**config.mk**
```make
export PLATFORM = sky130hd
export DESIGN_NAME = hilo_muldiv_ctrl
export DESIGN_NICKNAME = d
export VERILOG_FILES = /design/src/rtl/hilo_muldiv_ctrl.sv
export SDC_FILE = /design/constraint.sdc
export NUM_CORES = 2
export LEC_CHECK = 0
export ABC_AREA = 1
export CAP_MARGIN = 20
export CORE_MARGIN = 5
export CORE_UTILIZATION = 55
export CTS_CLUSTER_DIAMETER = 200
export DETAILED_ROUTE_END_ITERATION = 6
export GPL_TIMING_DRIVEN = 0
export HOLD_SLACK_MARGIN = 0.1
export PLACE_DENSITY = 0.74
export SLEW_MARGIN = 30
export SYNTH_ARGS = -nofsm -noshare
export SYNTH_HDL_FRONTEND = slang
export SYNTH_SLANG_ARGS = --single-unit
```
**constraint.sdc**
```tcl
create_clock -name clk -period 10.5 [get_ports clk]
set_clock_uncertainty 0.2 [all_clocks]
set_input_delay 1.05 -clock clk [delete_from_list [all_inputs] [get_ports clk]]
set_output_delay 1.05 -clock clk [all_outputs]
set_load 0.03 [all_outputs]
```
**src/rtl/hilo_muldiv_ctrl.sv**
```systemverilog
// ----------------------------------------------------------------------------
// hilo_muldiv_ctrl
// Sequencing controller for the HI/LO register pair. Accepts MULT/MULTU/DIV/
// DIVU/MTHI/MTLO from EX, runs an internal multi-cycle multiplier, hands
// divides to an external divider via start/done, stalls the pipeline while
// busy and issues exactly one HI/LO write per committed instruction.
//
// Optional feature: define HILO_MADD_EN to accept op_code 7 (MADD/MSUB,
// selected by op_sub). Without it op_code 7 is treated as "none".
//
// Ports:
//   clk, rst            clock (rising edge), synchronous active-low reset
//   op_valid/op_code    EX instruction valid and operation select
//   op_sub              MADD(0)/MSUB(1) select for op_code 7
//   src_a, src_b        rs / rt operand values
//   flush               cancel the EX instruction / in-flight work
//   stall_i             downstream stall, instruction cannot leave EX
//   hilo_i              current {HI,LO}
//   div_done/result     divider completion pulse and {rem, quot}
//   div_start/cancel    divider start / abort pulses
//   div_signed/a/b      divider sign select and registered operands
//   stall_o             hold IF/ID/EX (combinational in the issue cycle)
//   hilo_we/wdata       one-cycle HI/LO write enable and value
//   busy                controller not idle
// ----------------------------------------------------------------------------
module hilo_muldiv_ctrl #(
    parameter int unsigned MUL_CYCLES         = 2,
    parameter bit          DIV_SIGNED_DEFAULT = 1'b1
) (
    input  logic        clk,
    input  logic        rst,
    input  logic        op_valid,
    input  logic [2:0]  op_code,
    input  logic        op_sub,
    input  logic [31:0] src_a,
    input  logic [31:0] src_b,
    input  logic        flush,
    input  logic        stall_i,
    input  logic [63:0] hilo_i,
    input  logic        div_done,
    input  logic [63:0] div_result,
    output logic        div_start,
    output logic        div_cancel,
    output logic        div_signed,
    output logic [31:0] div_a,
    output logic [31:0] div_b,
    output logic        stall_o,
    output logic        hilo_we,
    output logic [63:0] hilo_wdata,
    output logic        busy
);

    localparam int unsigned CNT_W = 3;
    localparam logic [CNT_W-1:0] CNT_INIT = CNT_W'(MUL_CYCLES - 1);

    localparam logic [1:0] S_IDLE = 2'd0;
    localparam logic [1:0] S_MUL  = 2'd1;
    localparam logic [1:0] S_DIV  = 2'd2;
    localparam logic [1:0] S_DONE = 2'd3;

    localparam logic [2:0] OP_MULT  = 3'd1;
    localparam logic [2:0] OP_MULTU = 3'd2;
    localparam logic [2:0] OP_DIV   = 3'd3;
    localparam logic [2:0] OP_DIVU  = 3'd4;
    localparam logic [2:0] OP_MTHI  = 3'd5;
    localparam logic [2:0] OP_MTLO  = 3'd6;
`ifdef HILO_MADD_EN
    localparam logic [2:0] OP_MADD  = 3'd7;
`endif

    logic [1:0]       state_q, state_d;
    logic [CNT_W-1:0] cnt_q, cnt_d;
    logic [31:0]      a_q, a_d, b_q, b_d;
    logic             sgn_q, sgn_d;
    logic             div_start_q, div_start_d;
    logic             div_cancel_q, div_cancel_d;
    logic             div_signed_q, div_signed_d;
    logic [31:0]      div_a_q, div_a_d, div_b_q, div_b_d;
    logic             hilo_we_q, hilo_we_d;
    logic [63:0]      hilo_wdata_q, hilo_wdata_d;

    logic [63:0]      ext_a, ext_b, prod, mul_result;

    // Operands widened to 64 bits; the low 64 bits of the product are exact
    // for both signed and unsigned interpretations.
    assign ext_a = sgn_q ? {{32{a_q[31]}}, a_q} : {32'b0, a_q};
    assign ext_b = sgn_q ? {{32{b_q[31]}}, b_q} : {32'b0, b_q};
    assign prod  = ext_a * ext_b;

`ifdef HILO_MADD_EN
    logic acc_q, acc_d;
    logic sub_q, sub_d;

    // Accumulate into the HI/LO value seen in the last multiply cycle.
    always_comb begin
        mul_result = prod;
        if (acc_q) begin
            mul_result = sub_q ? (hilo_i - prod) : (hilo_i + prod);
        end
    end
`else
    logic unused_op_sub;
    assign unused_op_sub = op_sub;
    assign mul_result    = prod;
`endif

    // Next-state, datapath capture and stall decode.
    always_comb begin
        state_d      = state_q;
        cnt_d        = cnt_q;
        a_d          = a_q;
        b_d          = b_q;
        sgn_d        = sgn_q;
        div_start_d  = 1'b0;
        div_cancel_d = 1'b0;
        div_signed_d = div_signed_q;
        div_a_d      = div_a_q;
        div_b_d      = div_b_q;
        hilo_we_d    = 1'b0;
        hilo_wdata_d = hilo_wdata_q;
        stall_o      = 1'b0;
`ifdef HILO_MADD_EN
        acc_d        = acc_q;
        sub_d        = sub_q;
`endif

        case (state_q)
            S_IDLE: begin
                if (rst && op_valid && !flush) begin
                    case (op_code)
                        OP_MULT, OP_MULTU: begin
                            stall_o = 1'b1;
                            a_d     = src_a;
                            b_d     = src_b;
                            sgn_d   = (op_code == OP_MULT);
                            cnt_d   = CNT_INIT;
                            state_d = S_MUL;
`ifdef HILO_MADD_EN
                            acc_d   = 1'b0;
`endif
                        end
`ifdef HILO_MADD_EN
                        OP_MADD: begin
                            stall_o = 1'b1;
                            a_d     = src_a;
                            b_d     = src_b;
                            sgn_d   = 1'b1;
                            cnt_d   = CNT_INIT;
                            acc_d   = 1'b1;
                            sub_d   = op_sub;
                            state_d = S_MUL;
                        end
`endif
                        OP_DIV, OP_DIVU: begin
                            stall_o = 1'b1;
                            if (src_b != 32'd0) begin
                                div_start_d  = 1'b1;
                                div_a_d      = src_a;
                                div_b_d      = src_b;
                                div_signed_d = (op_code == OP_DIV);
                                state_d      = S_DIV;
                            end else begin
                                // Divide by zero: HI/LO left untouched.
                                state_d = S_DONE;
                            end
                        end
                        OP_MTHI: begin
                            stall_o      = 1'b1;
                            hilo_we_d    = 1'b1;
                            hilo_wdata_d = {src_a, hilo_i[31:0]};
                            state_d      = S_DONE;
                        end
                        OP_MTLO: begin
                            stall_o      = 1'b1;
                            hilo_we_d    = 1'b1;
                            hilo_wdata_d = {hilo_i[63:32], src_a};
                            state_d      = S_DONE;
                        end
                        default: ;
                    endcase
                end
            end

            S_MUL: begin
                stall_o = 1'b1;
                if (flush) begin
                    state_d = S_IDLE;
                end else if (cnt_q == '0) begin
                    hilo_we_d    = 1'b1;
                    hilo_wdata_d = mul_result;
                    state_d      = S_DONE;
                end else begin
                    cnt_d = cnt_q - CNT_W'(1);
                end
            end

            S_DIV: begin
                stall_o = 1'b1;
                // Flush takes priority over a coincident div_done.
                if (flush) begin
                    div_cancel_d = 1'b1;
                    div_signed_d = DIV_SIGNED_DEFAULT;
                    state_d      = S_IDLE;
                end else if (div_done) begin
                    hilo_we_d    = 1'b1;
                    hilo_wdata_d = div_result;
                    div_signed_d = DIV_SIGNED_DEFAULT;
                    state_d      = S_DONE;
                end
            end

            S_DONE: begin
                if (!stall_i) begin
                    state_d = S_IDLE;
                end
            end

            default: state_d = S_IDLE;
        endcase
    end

    always_ff @(posedge clk) begin
        if (!rst) begin
            state_q      <= S_IDLE;
            cnt_q        <= '0;
            a_q          <= '0;
            b_q          <= '0;
            sgn_q        <= 1'b0;
            div_start_q  <= 1'b0;
            div_cancel_q <= 1'b0;
            div_signed_q <= DIV_SIGNED_DEFAULT;
            div_a_q      <= '0;
            div_b_q      <= '0;
            hilo_we_q    <= 1'b0;
            hilo_wdata_q <= '0;
`ifdef HILO_MADD_EN
            acc_q        <= 1'b0;
            sub_q        <= 1'b0;
`endif
        end else begin
            state_q      <= state_d;
            cnt_q        <= cnt_d;
            a_q          <= a_d;
            b_q          <= b_d;
            sgn_q        <= sgn_d;
            div_start_q  <= div_start_d;
            div_cancel_q <= div_cancel_d;
            div_signed_q <= div_signed_d;
            div_a_q      <= div_a_d;
            div_b_q      <= div_b_d;
            hilo_we_q    <= hilo_we_d;
            hilo_wdata_q <= hilo_wdata_d;
`ifdef HILO_MADD_EN
            acc_q        <= acc_d;
            sub_q        <= sub_d;
`endif
        end
    end

    assign div_start  = div_start_q;
    assign div_cancel = div_cancel_q;
    assign div_signed = div_signed_q;
    assign div_a      = div_a_q;
    assign div_b      = div_b_q;
    assign hilo_we    = hilo_we_q;
    assign hilo_wdata = hilo_wdata_q;
    assign busy       = (state_q != S_IDLE);

endmodule

```
==> results.md <==
- Via count normalized by instance count: 5.68
- Critical Path Most Common Cell: fa_1
- Worst endpoint data arrival time: 10.63 ns
- Post-synth EDFFs: 0
- Detailed Route WL: 258 mm
- Post-synthesis cell count: 7463
- Final critical-path required period: 10.41 ns
- Number of top-level pins: 336
- Share of the core filled with cells: 0.611
- P_sw: 1770 uW
- Post-layout instance count excluding filler cells: 9256
- Clock tree root buffer cell: clkbuf_16
- Effective utilization at floorplan: 0.552
- Worst-margin pin slew: 1.18 ns
- Int Pwr: 1960 uW
- Total die area: 114000 um^2
- CTS Buffer Depth: 3
- Peak VDD IR: 145 uV
- TritonCTS Sinks: 202
- Core ar.: 107000 um^2
- Crit path largest cell delay: 0.91 ns
- CP Capture Type: flip-flop
- Final setup slack of the worst path: 0.0926 ns
- Max stage delay cell, worst path: clkbuf_1
- Final net count: 9765
- Highest fanout seen on the critical path: 10
- Clock share of power: 0.251
- Port Buffer Count: 334
- Wire length of the first global-routing pass: 372 mm
- Warnings from Yosys: 0
- Average wire per standard cell: 27.8 um
- Clock H-tree levels: 1
- Cell row count: 120
- Mapped cell area: 58900 um^2
- FMAX: 96.1 MHz
- Count of unique library cells instantiated by Yosys: 51
- Critical path class: reg2reg
- DIE WIDTH: 337 um
- Total grt overflow: 0
- Required time reported for the critical path endpoint: 10.72 ns
- Synthesized area per cell: 7.89 um^2
- Run status: finished, final reports clean
- Max-capacitance violation count: 0
- Fraction of final layout cells sized beyond drive strength 1: 0.0313
- Net count after synthesis: 9399
- Drt pass-1 iters: 6
- Total leakage power: 0.0372 uW
- Fillers: 9753
- Power density normalized to cell area: 57.2 nW/um^2
- Clock Pin Slew Worst Setup and Hold Paths: 0.06 ns
- Maximum number of pins on one net before global-route repair: 23
- Setup repair after global routing missed its margin: true
- Max-slew violations: 0
- Place WS: -1.47 ns
- Final total power: 3730 uW
- Sequential share of power: 0.264
- GR Util All Layers: 0.460
- Part of the cycle the worst path needs: 0.991
- Number of CTS-inserted buffers: 25
- Share of total power consumed by net switching: 0.474
- Most used flip-flop cell after synthesis: dfxtp_1
- Violation count after the first detailed-routing iteration: 6483
- Cell taking the most area after synthesis: fa_1
- Total negative slack for setup checks: 0 ns
- Number of cells in the design after placement: 9203
- Half-perimeter wire length after placement: 218 mm
- Top cells by area, synth: fa_1 (48%), inv_1 (15%), nand2_1 (9.8%), dfxtp_1 (6.9%), ha_1 (6.7%)
- Area share of the largest cell type after synthesis: 0.482
- Kind of launch point of the worst setup path: flip-flop
- Final count of negative-setup-slack endpoints: 0
- Sequential share of the synthesized area: 0.0687
- Clk Latency, worst-skew pair: 0.57 ns
- Post-detailed-route count of antenna-violating nets: 0
- Combinational share of power: 0.485
- Class of the most critical hold timing path: reg2reg
- Worst slew margin: 0.212
- Area overhead of the layout relative to synthesis: 10.8%
- Final hold violations: 0
- Via total after detailed routing: 52600
- Initial antenna violation count: 7
- Drt drc: 0
- FF+latch count, synth: 202
- Weighted congestion at the end of routability-driven global placement: 1.08
- Ys async rst share: 0
- Via count of the first global-routing pass: 54500
- CTS tree: yes
- Die height: 337 um
power by group through the flow:
stage	Sequential [uW]	Clock, uW	Combinational [uW]
2_1_floorplan	1150	0	726
3_5_place_dp	979	0	1750
3_3_place_gp	980	0	1740
4_1_cts	966	933	1760
5_1_grt	990	966	1880
6_report	984	938	1810
worst paths after layout:
| kind | endpoint | slack (ns) | cells after the start | startpoint |
|---|---|---|---|---|
| min reg2reg | hilo_wdata[38] | 0.27 | 2 | hilo_wdata[38] |
| min | hilo_wdata[38] | 0.27 | 2 | hilo_wdata[38] |
| max | hilo_wdata[38] | 0.09 | 33 | a_q[16] |
| max reg2reg | hilo_wdata[38] | 0.09 | 33 | a_q[16] |
final cells by class:
| type | instances | area [um^2] | share of cell area |
|---|---|---|---|
| Multi-Input combinational cell | 4577 | 44900 | 0.688 |
| Inverter | 2321 | 8720 | 0.134 |
| Sequential cell | 202 | 4050 | 0.0620 |
| Timing Repair Buffer | 349 | 3500 | 0.0537 |
| Tap cell | 1403 | 1760 | 0.0269 |
| Buffer | 353 | 1480 | 0.0226 |
| Clock buffer | 36 | 727 | 0.0111 |
| Clock inverter | 10 | 134 | 0.00205 |
| Antenna cell | 5 | 12.5 | 0.000192 |
registers in the layout (all words and copies together) (netlist names):
name / flops
sgn_q: 1
div_b: 32
hilo_wdata: 64
hilo_we: 1
cnt_q: 3
div_a: 32
div_signed: 1
a_q: 32
div_cancel: 1
div_start: 1
b_q: 32
state_q: 2
worst max-delay path: cells and delay by family, from the launching register on:
kind / cells / cell delay [ns]
AND/OR/NAND/NOR: 5 / 0.63
buffers and inverters: 11 / 2.22
flip-flops: 1 / 0.30
AO/OA/AOI/OAI: 5 / 1.14
XOR/XNOR: 1 / 0.48
adder cells (fa/ha/maj): 11 / 5.26
cells in the mapped netlist (6+ instances only):
cell type  number
buf_1          12
or2_2          11
nand2_1      1541
o21ai_0       277
nand3_1        92
fa_1         1419
clkbuf_1      337
nor2_1        332
ha_1          315
xnor2_1        18
xor2_1         15
nand4_1        20
nor2_2          6
a21o_1          7
a211oi_1        7
inv_1        2306
o211ai_1       14
nor4_1          9
buf_2          14
nor3_1         16
o21ai_1        30
o21bai_1        9
a21oi_1       363
nand3b_1        8
mux2i_1         7
a31oi_1        10
dfxtp_1       202
inv_2          14
cell usage in the layout (no fill, tap or decap), types with 8 or more instances in the layout:
master / n
clkdlybuf4s50_1: 334
nand4_1: 20
nor4_1: 9
a31oi_1: 10
buf_1: 12
nor2_1: 324
nand3_1: 92
a21oi_1: 360
ha_1: 310
clkbuf_1: 246
nand3b_1: 8
clkbuf_16: 25
nor2_2: 12
xor2_1: 15
o21ai_1: 31
nand2_1: 1537
buf_2: 11
or2_2: 11
o21ai_0: 276
buf_4: 14
inv_1: 2302
xnor2_1: 18
o21bai_1: 9
nor3_1: 14
dfxtp_1: 200
clkbuf_2: 82
fa_1: 1414
inv_2: 16
o211ai_1: 14
through the flow:
step,instance area (um^2),hold WS [ns]
3_3_place_gp,64000,0.252
3_5_place_dp,64100,0.258
6_report,65200,0.269
2_1_floorplan,58900,0.241
4_1_cts,65000,0.267
5_1_grt,65200,0.278
cell families after synthesis:
kind of cell	share of synthesized area
mux	0.00119
flops	0.0687
xor+xnor	0.00491
fa+ha+maj	0.549
buf+inv	0.171
simple gates	0.138
compound gates	0.0666
metal layers:
metal,part of all wire,track usage,wire (um)
met2,0.41,0.667,106000
met5,0.00045,0.00468,115
met3,0.13,0.132,33500
met1,0.37,0.604,94300
met4,0.091,0.304,23500
what timing repair did:
item,4_1_cts,5_1_grt
gates resized for setup,24,45
hold buffers,0,0
endpoints found under the setup margin,28,19
pin swaps,2,3
setup buffers,1,11
(Power assumes the default switching activity.)
